File: config.mk
export PLATFORM = sky130hd
export DESIGN_NAME = conv_frame_collector
export DESIGN_NICKNAME = d
export VERILOG_FILES = /design/src/rtl/conv_frame_collector.sv
export SDC_FILE = /design/constraint.sdc
export NUM_CORES = 1
export LEC_CHECK = 0
export BUFFER_PORTS_ARGS = -buffer_cell sky130_fd_sc_hd__buf_2
export CAP_MARGIN = 25
export CORE_MARGIN = 1.5
export CORE_UTILIZATION = 55
export DETAILED_ROUTE_END_ITERATION = 8
export PLACE_DENSITY_LB_ADDON = 0.08
export REMOVE_ABC_BUFFERS = 1
export SETUP_SLACK_MARGIN = 0.5
export SLEW_MARGIN = 25
export SYNTH_ARGS = -nofsm -noshare
export SYNTH_HDL_FRONTEND = slang
export SYNTH_SLANG_ARGS = --single-unit
File: constraint.sdc
create_clock -name clk -period 2.21 [get_ports clk]
set_input_delay 0.3315 -clock clk [delete_from_list [all_inputs] [get_ports clk]]
set_output_delay 0.3315 -clock clk [all_outputs]
set_load 0.03 [all_outputs]
File: src/rtl/conv_frame_collector.sv
// Re-frames valid-qualified convolution output pixels into an OUT_W x OUT_H raster with sof/eol/eof tags,
// buffered in a show-ahead FIFO. Optional feature macro: CONV_COLLECT_CHECKSUM_EN (per-frame 16-bit pixel sum).
module conv_frame_collector #(
  parameter int WORD_SIZE  = 8,
  parameter int ROW_SIZE   = 540,
  parameter int COL_SIZE   = 540,
  parameter int KERNEL_DIM = 3,
  parameter int VALID_LAG  = 3,
  parameter int FIFO_DEPTH = 16
) (
  input  logic                 clk,
  input  logic                 rst,
  input  logic [WORD_SIZE-1:0] pixelIn,
  input  logic [1:0]           validIn,
  output logic [WORD_SIZE-1:0] outData,
  output logic                 outSof,
  output logic                 outEol,
  output logic                 outEof,
  output logic                 outValid,
  input  logic                 outReady,
  output logic                 frameDone,
  output logic                 busy,
  output logic                 overflow
`ifdef CONV_COLLECT_CHECKSUM_EN
  ,
  output logic [15:0]          frameChecksum,
  output logic                 checksumValid
`endif
);

  localparam int OUT_W = ROW_SIZE - KERNEL_DIM + 1;
  localparam int OUT_H = COL_SIZE - KERNEL_DIM + 1;
  localparam int CW    = (OUT_W > 1) ? $clog2(OUT_W) : 1;
  localparam int RW    = (OUT_H > 1) ? $clog2(OUT_H) : 1;
  localparam int AW    = $clog2(FIFO_DEPTH);
  localparam int FW    = WORD_SIZE + 3;

  typedef enum logic {S_IDLE, S_ACTIVE} state_t;

  // Handshake: the head entry transfers on a cycle where outValid && outReady are both high.
  logic           w_accept;
  logic           w_unused;
  logic           w_sof, w_eol, w_eof;
  logic           w_full, w_push, w_pop;
  logic [FW-1:0]  w_head;
  logic [CW-1:0]  r_col;
  logic [RW-1:0]  r_row;
  logic [AW:0]    r_wr_ptr, r_rd_ptr;
  logic [FW-1:0]  r_mem [FIFO_DEPTH];
  state_t         r_state, w_state_nxt;
  logic           r_frame_done;
  logic           r_overflow;

  assign w_unused = validIn[1];

  // validIn[0] is delayed so that it lines up with the pixel it qualifies.
  generate
    if (VALID_LAG == 0) begin : g_no_lag
      assign w_accept = validIn[0];
    end else begin : g_lag
      logic [VALID_LAG-1:0] r_lag;
      always_ff @(posedge clk or negedge rst) begin
        if (!rst) r_lag <= '0;
        else      r_lag <= (r_lag << 1) | VALID_LAG'(validIn[0]);
      end
      assign w_accept = r_lag[VALID_LAG-1];
    end
  endgenerate

  assign w_sof = (r_col == '0) && (r_row == '0);
  assign w_eol = (r_col == CW'(OUT_W - 1));
  assign w_eof = w_eol && (r_row == RW'(OUT_H - 1));

  // Counters advance on every accept, even when the pixel itself is dropped.
  always_ff @(posedge clk or negedge rst) begin
    if (!rst) begin
      r_col <= '0;
      r_row <= '0;
    end else if (w_accept) begin
      if (w_eol) begin
        r_col <= '0;
        r_row <= w_eof ? '0 : r_row + 1'b1;
      end else begin
        r_col <= r_col + 1'b1;
      end
    end
  end

  assign outValid = (r_wr_ptr != r_rd_ptr);
  assign w_full   = (r_wr_ptr[AW] != r_rd_ptr[AW]) && (r_wr_ptr[AW-1:0] == r_rd_ptr[AW-1:0]);
  assign w_pop    = outValid && outReady;
  assign w_push   = w_accept && (!w_full || w_pop);

  always_ff @(posedge clk) begin
    if (w_push) r_mem[r_wr_ptr[AW-1:0]] <= {w_eof, w_eol, w_sof, pixelIn};
  end

  always_ff @(posedge clk or negedge rst) begin
    if (!rst) begin
      r_wr_ptr     <= '0;
      r_rd_ptr     <= '0;
      r_frame_done <= 1'b0;
      r_overflow   <= 1'b0;
    end else begin
      if (w_push) r_wr_ptr <= r_wr_ptr + 1'b1;
      if (w_pop)  r_rd_ptr <= r_rd_ptr + 1'b1;
      r_frame_done <= w_accept && w_eof;
      if (w_accept && w_full && !w_pop) r_overflow <= 1'b1;
    end
  end

  assign w_head    = r_mem[r_rd_ptr[AW-1:0]];
  assign outData   = outValid ? w_head[WORD_SIZE-1:0] : '0;
  assign outSof    = outValid && w_head[WORD_SIZE];
  assign outEol    = outValid && w_head[WORD_SIZE+1];
  assign outEof    = outValid && w_head[WORD_SIZE+2];
  assign frameDone = r_frame_done;
  assign overflow  = r_overflow;

  always_ff @(posedge clk or negedge rst) begin
    if (!rst) r_state <= S_IDLE;
    else      r_state <= w_state_nxt;
  end

  always_comb begin
    w_state_nxt = r_state;
    busy        = (r_state == S_ACTIVE);
    case (r_state)
      S_IDLE:   if (w_accept && !w_eof) w_state_nxt = S_ACTIVE;
      S_ACTIVE: if (w_accept && w_eof)  w_state_nxt = S_IDLE;
      default:  w_state_nxt = S_IDLE;
    endcase
  end

`ifdef CONV_COLLECT_CHECKSUM_EN
  logic [15:0] r_sum, r_checksum, w_sum_nxt;
  logic        r_ck_valid;

  assign w_sum_nxt = r_sum + 16'(pixelIn);

  always_ff @(posedge clk or negedge rst) begin
    if (!rst) begin
      r_sum      <= '0;
      r_checksum <= '0;
      r_ck_valid <= 1'b0;
    end else begin
      r_ck_valid <= w_accept && w_eof;
      if (w_accept) begin
        if (w_eof) begin
          r_checksum <= w_sum_nxt;
          r_sum      <= '0;
        end else begin
          r_sum <= w_sum_nxt;
        end
      end
    end
  end

  assign frameChecksum = r_checksum;
  assign checksumValid = r_ck_valid;
`endif

endmodule

==> out/metrics.cfg <==
[status]
result_of_the_run=finished with violations
failed_checks=setup timing

[logic_synthesis]
synthCells=482
post_synth_most_frequent_cells=sky130_fd_sc_hd__edfxtp_1 (176), sky130_fd_sc_hd__mux4_2 (44), sky130_fd_sc_hd__dfrtp_1 (36)
synth_top_cell_by_area=sky130_fd_sc_hd__edfxtp_1
synth-seq-area-share=0.7193
yosys_warnings=0
synth_top_area_frac=0.6146
ys_types=38
number_of_enable_type_register_cells_in_the_synthesized_netlist=176
yosys_most_used_dff=sky130_fd_sc_hd__edfxtp_1
synth.most_common_cell=sky130_fd_sc_hd__edfxtp_1
synthArstFlopShare=0.1698
synth.ff_latch_count=212
synth.area.top_cells=sky130_fd_sc_hd__edfxtp_1 (61%), sky130_fd_sc_hd__mux4_2 (12%), sky130_fd_sc_hd__dfrtp_1 (10%)
synth_area_per_cell_sq_um=17.84
syn_area_sq_mm=0.008599

[placed_design]
port_buffers=26
placed_cells_incl_taps=747
dp_hpwl_mm=11.19
place_worst_setup_slack_ns=0.04203
gp_congestion=0.7622

[routing]
detailroute.via_count=5071
drc=0
number_of_vias_per_cell_after_detailed_routing=6.059
ant_nets=0
detail_route.wirelength_mm=20.61
drt_first_pass_iters=5
drt_first_iter_violations=535
drt-wirelength-per-cell_um=24.62

[clock_network]
cts-htree-levels=1
cts_sinks=212
cts_made_buffers=22
tritoncts=built
clk_latency_ns=0.50
clk_path_buf_depth=3
clk_pin_slew_worst_paths_ns=0.06
clock_tree.root_cell=sky130_fd_sc_hd__clkbuf_16

[power]
static-leakage-power_uw=0.003935
vdd_ir_drop_max_uv=1198
design_power_total_uw=14410
power_density_mw_per_mm2=1273
cellInternalPower_uw=9639
comb_power_share=0.415
power.share.clock=0.230
seqPwrFrac=0.355
netSwitchingFraction=0.3310
power.switching_uw=4769

[floorplan]
initial_core_util=0.5636
ios=28
floorplan.rows=45
fp.coreArea_sq_mm=0.01526
die_width_um=128.0
die_h_um=128.0
die_area_sq_mm=0.01639

[worst_setup_path]
crit_path_cell_trace=buf_12, buf_12, mux4_2, a22oi_2, a21oi_1, buf_4
worstSetupStartpointType=flip-flop
timing.critical_path.required_ns=1.88
buf_inv_on_cp=3
crit_end_category=primary output
cp_common_cell=sky130_fd_sc_hd__buf_12
critPathSlowestCell=sky130_fd_sc_hd__mux4_2
path_class=flip-flop to primary output
slowest_delay_ns=0.50
worst-path-max-fanout=9
cp_top_family=multiplexers
arr_time_crit_path_ns=2.27

[global_routing]
global_route_wire_length_before_repair_mm=30.26
globalRoute.totalOverflow=0
number_of_antenna_violations_at_the_first_check_in_global_routing=0
global_route.usage.total=0.2548
met2_track_demand_over_resource_in_global_routing=0.4263
largest_net_degree_at_the_start_of_global_routing=37
grtUsageMet3=0.03548
grt_pass1_vias=5130
global_route.usage.met1=0.3589
busiest_layer=met2

[timing]
timing.final.crit_share=1.177
finalClockSkew_ns=0.01668
grt_setup_unrepaired=true
timing.fmax_ghz=0.3844
tightestPinTransition_ns=0.8225
hold_violations=0
finalCriticalPeriod_ns=2.602
timing.slew.headroom=0.4517
maxSlewViolCount=0
final_critical_path_setup_slack_ns=-0.3917
setup_viol_count_final=38

[layout]
final-instance-count-excl-fill=837
drive_gt1_frac=0.4569
layout.nets=638
multiInputGateArea_sq_mm=0.002738
fillCellCount=879
syn2layout_area_growth_pct=31.66
diodes=0
ff_latch_area_sq_mm=0.006193
fin_util=0.7420

[job]
maxCapViolCount=0

[worst_hold_path]
hp-class=primary input to flip-flop

## repair_timing
item,CTS,global route
buffers inserted,19,18
endpoints found under the hold margin,37,0
gates cloned,11,4
endpoints found under the setup margin,234,262
hold buffers,2,0
gates resized for setup,124,63
pin swaps,20,25
## worst reg2reg max path: stages (launching register included)
cell and delay, ns:
sky130_fd_sc_hd__dfrtp_2 0.46, sky130_fd_sc_hd__buf_4 0.15, sky130_fd_sc_hd__buf_6 0.11, sky130_fd_sc_hd__xnor2_2 0.12, sky130_fd_sc_hd__nand4_1 0.11, sky130_fd_sc_hd__buf_4 0.14
sky130_fd_sc_hd__buf_4 0.10, sky130_fd_sc_hd__buf_6 0.11, sky130_fd_sc_hd__o211ai_1 0.11, sky130_fd_sc_hd__buf_4 0.19, sky130_fd_sc_hd__nor3_4 0.27, sky130_fd_sc_hd__clkbuf_16 0.22
## logic make-up (layout without fill, tap and decap cells)
group | after synthesis | count (layout) | synth area share
multiplexers | 50 | 50 | 0.1225
AO/OA/AOI/OAI | 59 | 59 | 0.04336
XOR/XNOR | 21 | 21 | 0.02139
adder cells (fa/ha/maj) | 11 | 11 | 0.01600
buffers and inverters | 43 | 183 | 0.01964
flip-flops | 212 | 212 | 0.7193
AND/OR/NAND/NOR | 86 | 90 | 0.05776
## through the flow
| step | instance area (sq um) | setup TNS [ns] | hold slack (ns) |
|---|---|---|---|
| after global placement | 9448 | 0 | 0.3374 |
| final | 11320 | -5.495 | 0.1688 |
| after detailed placement | 9448 | 0 | 0.3355 |
| after floorplan | 8498 | -251.03 | 0.03591 |
| after global routing | 11320 | -8.865 | 0.1873 |
| after CTS | 10910 | -3.519 | 0.1376 |
## path summary, 6_finish.rpt
kind | from | endpoint | slack, ns | cells past startpoint
worst min-delay path | outReady | r_rd_ptr[0] | 0.17 | 3
max in group asynchronous | rst | r_row[6] | 1.16 | 2
min in group asynchronous | rst | r_rd_ptr[2] | 0.47 | 2
worst min register to register | g_lag.r_lag[1] | g_lag.r_lag[2] | 0.35 | 0
worst max-delay path | r_rd_ptr[0] | outData[1] | -0.39 | 6
worst max register to register | r_rd_ptr[0] | r_mem[3][8] | -0.16 | 11
## layout by cell type (no fill, tap or decap), types with 6 or more instances in the layout
cell type / n
sky130_fd_sc_hd__dfrtp_2: 6
sky130_fd_sc_hd__a22oi_2: 17
sky130_fd_sc_hd__buf_2: 14
sky130_fd_sc_hd__ha_1: 10
sky130_fd_sc_hd__nand4_1: 10
sky130_fd_sc_hd__xnor2_1: 16
sky130_fd_sc_hd__clkbuf_1: 6
sky130_fd_sc_hd__inv_1: 12
sky130_fd_sc_hd__buf_12: 13
sky130_fd_sc_hd__clkbuf_16: 24
sky130_fd_sc_hd__a21oi_1: 7
sky130_fd_sc_hd__nor2_1: 9
sky130_fd_sc_hd__a21oi_2: 11
sky130_fd_sc_hd__nand3_1: 10
sky130_fd_sc_hd__o21ai_1: 6
sky130_fd_sc_hd__buf_6: 39
sky130_fd_sc_hd__mux4_2: 44
sky130_fd_sc_hd__edfxtp_1: 176
sky130_fd_sc_hd__buf_4: 50
sky130_fd_sc_hd__and3_4: 17
sky130_fd_sc_hd__dfrtp_1: 30
## layer usage
metal / share of wire / up-vias
li1: - / 2199
met1: 0.41 / 2635
met2: 0.50 / 211
met3: 0.070 / 26
met4: 0.020 / 0
met5: 0 / -
## power by group through the flow
| stage | registers, uW | logic [uW] | clock network, uW |
|---|---|---|---|
| final | 5110 | 5970 | 3320 |
| after global routing | 5150 | 6300 | 3500 |
| after CTS | 5090 | 5620 | 3340 |
| after detailed placement | 5170 | 4530 | 0 |
| after global placement | 5140 | 4450 | 0 |
| after floorplan | 5410 | 2440 | 0 |
## registers in the layout, summed over array words and instances (netlist names), named ones only
| name | flops |
|---|---|
| overflow | 1 |
| r_wr_ptr | 5 |
| g_lag.r_lag | 3 |
| r_mem | 176 |
| r_row | 10 |
| r_rd_ptr | 5 |
| frameDone | 1 |
| r_col | 10 |
## final cells by class
cell class                      instances  share of cell area
Sequential cell                       212              0.5470
Multi-Input combinational cell        231              0.2418
Clock inverter                          7            0.002873
Inverter                               18            0.006520
Timing Repair Buffer                  129              0.1256
Tap cell                              211             0.02332
Clock buffer                           29             0.05282
(Power assumes the default switching activity.)
